===== src/rtl/rtc_time_counter.sv =====
// rtc_time_counter
//
// Timekeeping core of the RTC. A prescaler divides the system clock down to
// a once-per-second tick; on each tick the seconds, minutes, hours, day,
// month and year counters advance as one calendar cascade, including leap
// years (every year whose two low bits are zero, so 2000 counts as leap).
// All fields are plain binary, one byte each, ready for a BCD converter.
// Software can set the whole time and date through a validated load port.
// A rejected load leaves everything untouched and raises a one-cycle error.
//
// Optional feature (macro ALARM_EN): adds a daily hh:mm alarm that pulses
// alongside the tick that lands on hh:mm:00.
//
// Parameters:
//   CLK_HZ        system clock cycles per second (minimum 2)
//   PRE_W         prescaler width, 2^PRE_W must exceed CLK_HZ-1
//
// Ports:
//   i_clk         system clock, all logic on the rising edge
//   i_rst         synchronous active-high reset
//   i_set_valid   one-cycle load request
//   i_set_sec     load seconds      0-59
//   i_set_min     load minutes      0-59
//   i_set_hour    load hours        0-23
//   i_set_days    load day          1-days in month
//   i_set_months  load month        1-12
//   i_set_years   load year offset  0-99 (2000-2099)
//   o_sec         seconds
//   o_min         minutes
//   o_hour        hours, 24 h
//   o_days        day of month
//   o_months      month
//   o_years       year offset from 2000
//   o_sec_tick    one-cycle pulse, fields have just advanced
//   o_set_err     one-cycle pulse, a load was rejected
//   i_alarm_arm   (ALARM_EN) alarm enable
//   i_alarm_hour  (ALARM_EN) alarm hour
//   i_alarm_min   (ALARM_EN) alarm minute
//   o_alarm       (ALARM_EN) one-cycle pulse with the matching tick

module rtc_time_counter #(
  parameter int CLK_HZ = 100000000,
  parameter int PRE_W  = 27
) (
  input  logic       i_clk,
  input  logic       i_rst,
  input  logic       i_set_valid,
  input  logic [7:0] i_set_sec,
  input  logic [7:0] i_set_min,
  input  logic [7:0] i_set_hour,
  input  logic [7:0] i_set_days,
  input  logic [7:0] i_set_months,
  input  logic [7:0] i_set_years,
  output logic [7:0] o_sec,
  output logic [7:0] o_min,
  output logic [7:0] o_hour,
  output logic [7:0] o_days,
  output logic [7:0] o_months,
  output logic [7:0] o_years,
  output logic       o_sec_tick,
  output logic       o_set_err
`ifdef ALARM_EN
  ,
  input  logic       i_alarm_arm,
  input  logic [7:0] i_alarm_hour,
  input  logic [7:0] i_alarm_min,
  output logic       o_alarm
`endif
);

  localparam logic [PRE_W-1:0] PRE_LAST = PRE_W'(CLK_HZ - 1);

  // Month length; only the two low year bits matter because every year of
  // 2000-2099 that is divisible by four is a leap year.
  function automatic logic [7:0] daysInMonth(input logic [7:0] month,
                                             input logic [1:0] yearLow);
    logic [7:0] len;
    case (month)
      8'd2:                      len = (yearLow == 2'b00) ? 8'd29 : 8'd28;
      8'd4, 8'd6, 8'd9, 8'd11:   len = 8'd30;
      default:                   len = 8'd31;
    endcase
    return len;
  endfunction

  logic [PRE_W-1:0] r_pre;
  logic [7:0]       r_sec;
  logic [7:0]       r_min;
  logic [7:0]       r_hour;
  logic [7:0]       r_days;
  logic [7:0]       r_months;
  logic [7:0]       r_years;
  logic             r_tick;
  logic             r_err;

  logic             w_term;
  logic [7:0]       w_dim_now;
  logic [7:0]       w_dim_set;
  logic             w_set_ok;
  logic             w_load;

  logic             w_sec_wrap;
  logic             w_min_wrap;
  logic             w_hour_wrap;
  logic             w_day_wrap;
  logic             w_month_wrap;

  logic [7:0]       w_sec_nxt;
  logic [7:0]       w_min_nxt;
  logic [7:0]       w_hour_nxt;
  logic [7:0]       w_days_nxt;
  logic [7:0]       w_months_nxt;
  logic [7:0]       w_years_nxt;

  assign w_term    = (r_pre == PRE_LAST);
  assign w_dim_now = daysInMonth(r_months, r_years[1:0]);
  assign w_dim_set = daysInMonth(i_set_months, i_set_years[1:0]);

  // The day check uses the month length of the requested month and year,
  // not of the current date; an out-of-range month is rejected separately,
  // so the function's default length never lets a bad date through.
  assign w_set_ok = (i_set_sec    <  8'd60) &&
                    (i_set_min    <  8'd60) &&
                    (i_set_hour   <  8'd24) &&
                    (i_set_months != 8'd0)  &&
                    (i_set_months <= 8'd12) &&
                    (i_set_years  <  8'd100) &&
                    (i_set_days   != 8'd0)  &&
                    (i_set_days   <= w_dim_set);

  assign w_load = i_set_valid && w_set_ok;

  // Each wrap flag already includes every lower carry, so one tick can
  // roll everything from 23:59:59 31/12/99 to 00:00:00 1/1/00 in one edge.
  assign w_sec_wrap   = (r_sec == 8'd59);
  assign w_min_wrap   = w_sec_wrap  && (r_min == 8'd59);
  assign w_hour_wrap  = w_min_wrap  && (r_hour == 8'd23);
  assign w_day_wrap   = w_hour_wrap && (r_days == w_dim_now);
  assign w_month_wrap = w_day_wrap  && (r_months == 8'd12);

  // Next field values for a tick edge; a field only moves when the field
  // below it wraps.
  always_comb begin
    w_sec_nxt    = r_sec;
    w_min_nxt    = r_min;
    w_hour_nxt   = r_hour;
    w_days_nxt   = r_days;
    w_months_nxt = r_months;
    w_years_nxt  = r_years;

    w_sec_nxt = w_sec_wrap ? 8'd0 : r_sec + 8'd1;

    if (w_sec_wrap) begin
      w_min_nxt = (r_min == 8'd59) ? 8'd0 : r_min + 8'd1;
    end

    if (w_min_wrap) begin
      w_hour_nxt = (r_hour == 8'd23) ? 8'd0 : r_hour + 8'd1;
    end

    if (w_hour_wrap) begin
      w_days_nxt = w_day_wrap ? 8'd1 : r_days + 8'd1;
    end

    if (w_day_wrap) begin
      w_months_nxt = w_month_wrap ? 8'd1 : r_months + 8'd1;
    end

    if (w_month_wrap) begin
      w_years_nxt = (r_years == 8'd99) ? 8'd0 : r_years + 8'd1;
    end
  end

  // Prescaler, time fields and status pulses. A valid load takes priority
  // over a tick due on the same edge and restarts the one-second period;
  // a rejected load lets normal counting carry on untouched.
  always_ff @(posedge i_clk) begin
    if (i_rst) begin
      r_pre    <= '0;
      r_sec    <= 8'd0;
      r_min    <= 8'd0;
      r_hour   <= 8'd0;
      r_days   <= 8'd1;
      r_months <= 8'd1;
      r_years  <= 8'd0;
      r_tick   <= 1'b0;
      r_err    <= 1'b0;
    end else begin
      r_tick <= 1'b0;
      r_err  <= 1'b0;
      if (w_load) begin
        r_pre    <= '0;
        r_sec    <= i_set_sec;
        r_min    <= i_set_min;
        r_hour   <= i_set_hour;
        r_days   <= i_set_days;
        r_months <= i_set_months;
        r_years  <= i_set_years;
      end else begin
        if (i_set_valid) begin
          r_err <= 1'b1;
        end
        if (w_term) begin
          r_pre    <= '0;
          r_sec    <= w_sec_nxt;
          r_min    <= w_min_nxt;
          r_hour   <= w_hour_nxt;
          r_days   <= w_days_nxt;
          r_months <= w_months_nxt;
          r_years  <= w_years_nxt;
          r_tick   <= 1'b1;
        end else begin
          r_pre <= r_pre + PRE_W'(1);
        end
      end
    end
  end

  assign o_sec      = r_sec;
  assign o_min      = r_min;
  assign o_hour     = r_hour;
  assign o_days     = r_days;
  assign o_months   = r_months;
  assign o_years    = r_years;
  assign o_sec_tick = r_tick;
  assign o_set_err  = r_err;

`ifdef ALARM_EN
  logic r_alarm;
  logic w_alarm_hit;

  // The match is taken on the advanced time, so the pulse lines up with
  // the tick that produces hh:mm:00; loads never go through this path.
  assign w_alarm_hit = i_alarm_arm &&
                       (w_sec_nxt  == 8'd0) &&
                       (w_min_nxt  == i_alarm_min) &&
                       (w_hour_nxt == i_alarm_hour);

  // Alarm pulse register, only armed on a genuine tick edge.
  always_ff @(posedge i_clk) begin
    if (i_rst) begin
      r_alarm <= 1'b0;
    end else begin
      r_alarm <= w_term && !w_load && w_alarm_hit;
    end
  end

  assign o_alarm = r_alarm;
`endif

endmodule


===== config.mk =====
export PLATFORM = sky130hd
export DESIGN_NAME = rtc_time_counter
export DESIGN_NICKNAME = d
export VERILOG_FILES = /design/src/rtl/rtc_time_counter.sv
export SDC_FILE = /design/constraint.sdc
export NUM_CORES = 1
export LEC_CHECK = 0
export CAP_MARGIN = 20
export CORE_ASPECT_RATIO = 1.75
export CORE_MARGIN = 5
export CORE_UTILIZATION = 40
export DETAILED_ROUTE_END_ITERATION = 10
export MAX_ROUTING_LAYER = met4
export PLACE_DENSITY = 0.71
export SYNTH_ARGS = -nofsm -noshare
export SYNTH_HDL_FRONTEND = slang
export SYNTH_SLANG_ARGS = --single-unit

===== constraint.sdc =====
create_clock -name i_clk -period 3.2 [get_ports i_clk]
set_input_delay 0.48 -clock i_clk [delete_from_list [all_inputs] [get_ports i_clk]]
set_output_delay 0.48 -clock i_clk [all_outputs]
set_load 0.02 [all_outputs]

==> run_results.csv <==
group,metric,value,unit
global_route,grt_pass1_wl,21.0,mm
placed_design,portBuffers,100,
die,die_y,148,µm
clock_network,clkSinkCount,77,
die,rows,50,
clock_network,cts-root-buf,"clkbuf_16",
global_route,antenna_found_initial,0,
setup_path,end_kind,"flip-flop",
setup_path,r2r_start,"o_sec[0]$_SDFFE_PP0P_",
global_route,grt_use_total,20.7,%
clock_network,htreeDepth,3,
route,ant_nets,0,
power_and_ir_drop,p_int,0.00174,W
setup_path,worst_r2r_path_depth,9,
setup_path,critPathKind,"flip-flop to flip-flop",
placed_design,gp_congestion,0.900,
yosys,synth_nets,619,
yosys,syn_area,0.00437,mm²
power_and_ir_drop,pwr-share-clk,50.7,%
yosys,yosysSeqAreaShare,35.2,%
yosys,async_flop_share,0,%
sta,finalHoldViolations,0,
power_and_ir_drop,vdd_ir_drop_max,0.000442,V
sta,rsz0062_at_grt,"false",
sta,tightest_slew,603,ps
cells_and_area,fill_cells,971,
run,drv_cap,0,
route,first_iter_violations,204,
die,die_x,89.1,µm
die,core,0.0107,mm²
sta,finalSetupTns,0,ps
cells_and_area,diodes,0,
setup_path,crit_chain,"ha_1 -> nor4bb_1 -> nand4_1 -> a2111oi_2 -> nand4_1 -> buf_4 -> or2_0 -> a211oi_1 -> nor3_1",
setup_path,start_kind,"flip-flop",
sta,min_period_over_period,92.7,%
global_route,grt_overflow_total,0,
sta,slew_violations,0,
setup_path,critPathMaxFanout,11,
route,wl_per_cell,16.9,µm
power_and_ir_drop,p_leak,2.03,nW
clock_network,cts_tree,"built",
yosys,yosys_warnings,0,
clock_network,cts_repair_resize_count,0,
route,vias_per_cell,5.78,
power_and_ir_drop,p_total,0.00220,W
setup_path,crit_path_top_delay_cell,"nor4bb_1",
cells_and_area,syn_to_final_growth,35.5,%
sta,max_freq,0.337,GHz
yosys,synth-edff-count,0,
power_and_ir_drop,p_comb_share,5.4,%
sta,finClkSkew,7.02,ps
route,drc,0,
die,start_util,40.9,%
die,io_pins,101,
hold_path,hold_depth,1,
placed_design,dp_hpwl,10.3,mm
route,vias,4593,
power_and_ir_drop,power.switching,0.000462,W
route,wl,13.5,mm
sta,slew-limit-headroom,59.7,%
setup_path,critical_path.max_stage_delay,530,ps
hold_path,min_from,"r_pre[0]$_SDFF_PP0_",
yosys,syn-instance-count,555,
setup_path,r2r_slack,230,ps
placed_design,postPlaceCellArea,0.00560,mm²
setup_path,required,3430,ps
cells_and_area,design_area,0.00593,mm²
yosys,synth_area_per_cell,7.88,µm²
power_and_ir_drop,sw_frac_of_total,21.0,%
global_route,grt_max_degree,30,
power_and_ir_drop,powerDensity,371,mW/mm²
power_and_ir_drop,p_seq_share,43.9,%
yosys,ys_seq_elements,77,
sta,setup_viol,0,
setup_path,arrival,3190,ps
yosys,yosys.cell_types.count,61,
global_route,grt_pass1_vias,4420,
setup_path,rr_endpoint,"o_years[2]$_SDFFE_PP0P_",
clock_network,clockBufferDepth,2,
route,dr.pass1.iters,4,
hold_path,hold_path_class,"flip-flop to flip-flop",
clock_network,cts.clk_slew.worst_paths,60,ps
sta,fin_crit,2970,ps
clock_network,postCtsHoldBufs,0,
cells_and_area,nets,724,
clock_network,post-cts-setup-buffers,0,
hold_path,holdPathEnd,"r_pre[0]$_SDFF_PP0_",
cells_and_area,drive_gt1_share,7.07,%
clock_network,clkLatencyLatePin,340,ps
outcome,outcome,"completed",
yosys,synth_flop_cell,"dfxtp_1",
clock_network,cts_inserted_buffers,9,
die,dieArea,0.0132,mm²
setup_path,cpMostUsedCell,"nand4_1",
## registers in the layout, summed over array words and instances, names as in the netlist
name	cells
o_days	8
r_pre	27
o_sec_tick	1
o_set_err	1
o_sec	8
o_min	8
o_hour	8
o_years	8
o_months	8
## cell type report
class | count | area, µm² | share of cell area [%]
multi-input cells | 438 | 2680 | 45.2
clock inverters | 6 | 86.3 | 1.46
flip-flops and latches | 77 | 1540 | 26.0
inverters | 14 | 52.6 | 0.887
repair buffers | 120 | 1160 | 19.6
well taps | 130 | 163 | 2.74
clock buffers | 10 | 239 | 4.03
## power by group through the flow
stage	Combinational [W]	Sequential, W	Clock, W
2_1_floorplan	0.0000294	0.000987	0
3_3_place_gp	0.000119	0.000987	0
3_5_place_dp	0.000119	0.000987	0
4_1_cts	0.000120	0.000965	0.00113
5_1_grt	0.000127	0.000966	0.00117
6_report	0.000120	0.000965	0.00111
## per-stage QoR
stage | worst slack (ps) | util [%] | hold WS (ps) | cells
global placement | 39.9 | 52.4 | 439 | 779
detailed placement | -44.4 | 52.4 | 474 | 779
CTS | 254 | 55.4 | 487 | 795
finish | 234 | 55.4 | 475 | 795
floorplan | 269 | - | 430 | 555
global route | 9.27 | 55.4 | 517 | 795
## per-layer routing
layer | GRT usage, % | share of wire, %
met1 | 20.3 | 37
met2 | 38.2 | 55
met3 | 4.16 | 5.4
met4 | 8.72 | 2.8
met5 | - | 0
## cell usage after synthesis, drive strengths merged, types with 11 or more instances
cell type	instances	area, µm²
nand4	15	93.8
a21oi	23	126
inv	14	52.6
a311oi	11	96.3
a211oi	13	97.6
nand3	38	190
xnor2	16	140
xor2	17	149
dfxtp	77	1540
nor3	16	85.1
nor2	90	338
and3	16	100
clkbuf	23	86.3
ha	13	163
nand2	39	149
o21ai	28	140
## logic make-up (layout without fill, tap and decap cells)
| logic type | count (synthesis) | count (layout) | share of synthesized area [%] |
|---|---|---|---|
| xor+xnor | 33 | 33 | 6.61 |
| compound gates | 103 | 103 | 15.8 |
| buf+inv | 40 | 150 | 3.49 |
| simple gates | 283 | 283 | 33.7 |
| fa+ha+maj | 13 | 13 | 3.72 |
| flops | 77 | 77 | 35.2 |
| mux | 6 | 6 | 1.43 |
## cell usage in the layout (no fill, tap or decap), types with 6 or more instances in the layout
| cell | count |
|---|---|
| dfxtp_1 | 77 |
| xor2_1 | 17 |
| nand4_1 | 15 |
| clkbuf_16 | 9 |
| nor2_1 | 90 |
| xnor2_1 | 16 |
| a311oi_1 | 11 |
| buf_4 | 19 |
| inv_1 | 14 |
| o21ai_0 | 27 |
| a211oi_1 | 13 |
| nor3_1 | 15 |
| nand2_1 | 38 |
| and3_1 | 16 |
| o211ai_1 | 6 |
| or3_1 | 10 |
| nor4_1 | 10 |
| nand3_1 | 38 |
| ha_1 | 13 |
| clkdlybuf4s50_1 | 100 |
| a21oi_1 | 22 |
## how the worst max path moves through the flow
stage,start,endpoint,cells past startpoint,slack (ps)
2_1_floorplan,i_set_months[5],o_hour[0]$_SDFFE_PP0P_,10,270
6_report,o_sec[0]$_SDFFE_PP0P_,o_years[2]$_SDFFE_PP0P_,9,230
4_1_cts,o_sec[0]$_SDFFE_PP0P_,o_months[4]$_SDFFE_PP0P_,8,250
3_3_place_gp,i_set_months[5],r_pre[2]$_SDFF_PP0_,11,40
5_1_grt,o_sec[0]$_SDFFE_PP0P_,o_days[0]$_SDFFE_PP1P_,9,9
3_5_place_dp,i_set_months[5],o_hour[0]$_SDFFE_PP0P_,10,-40
## critical path, delay by kind of cell (launching register included)
kind                       cells  cell delay [ps]
adders and majority gates      1              320
AOI/OAI and AO/OA              2              680
and+or+nand+nor                5             1250
buffers and inverters          1              200
DFF                            1              410
Note: power is estimated with default switching activity, not from simulation.
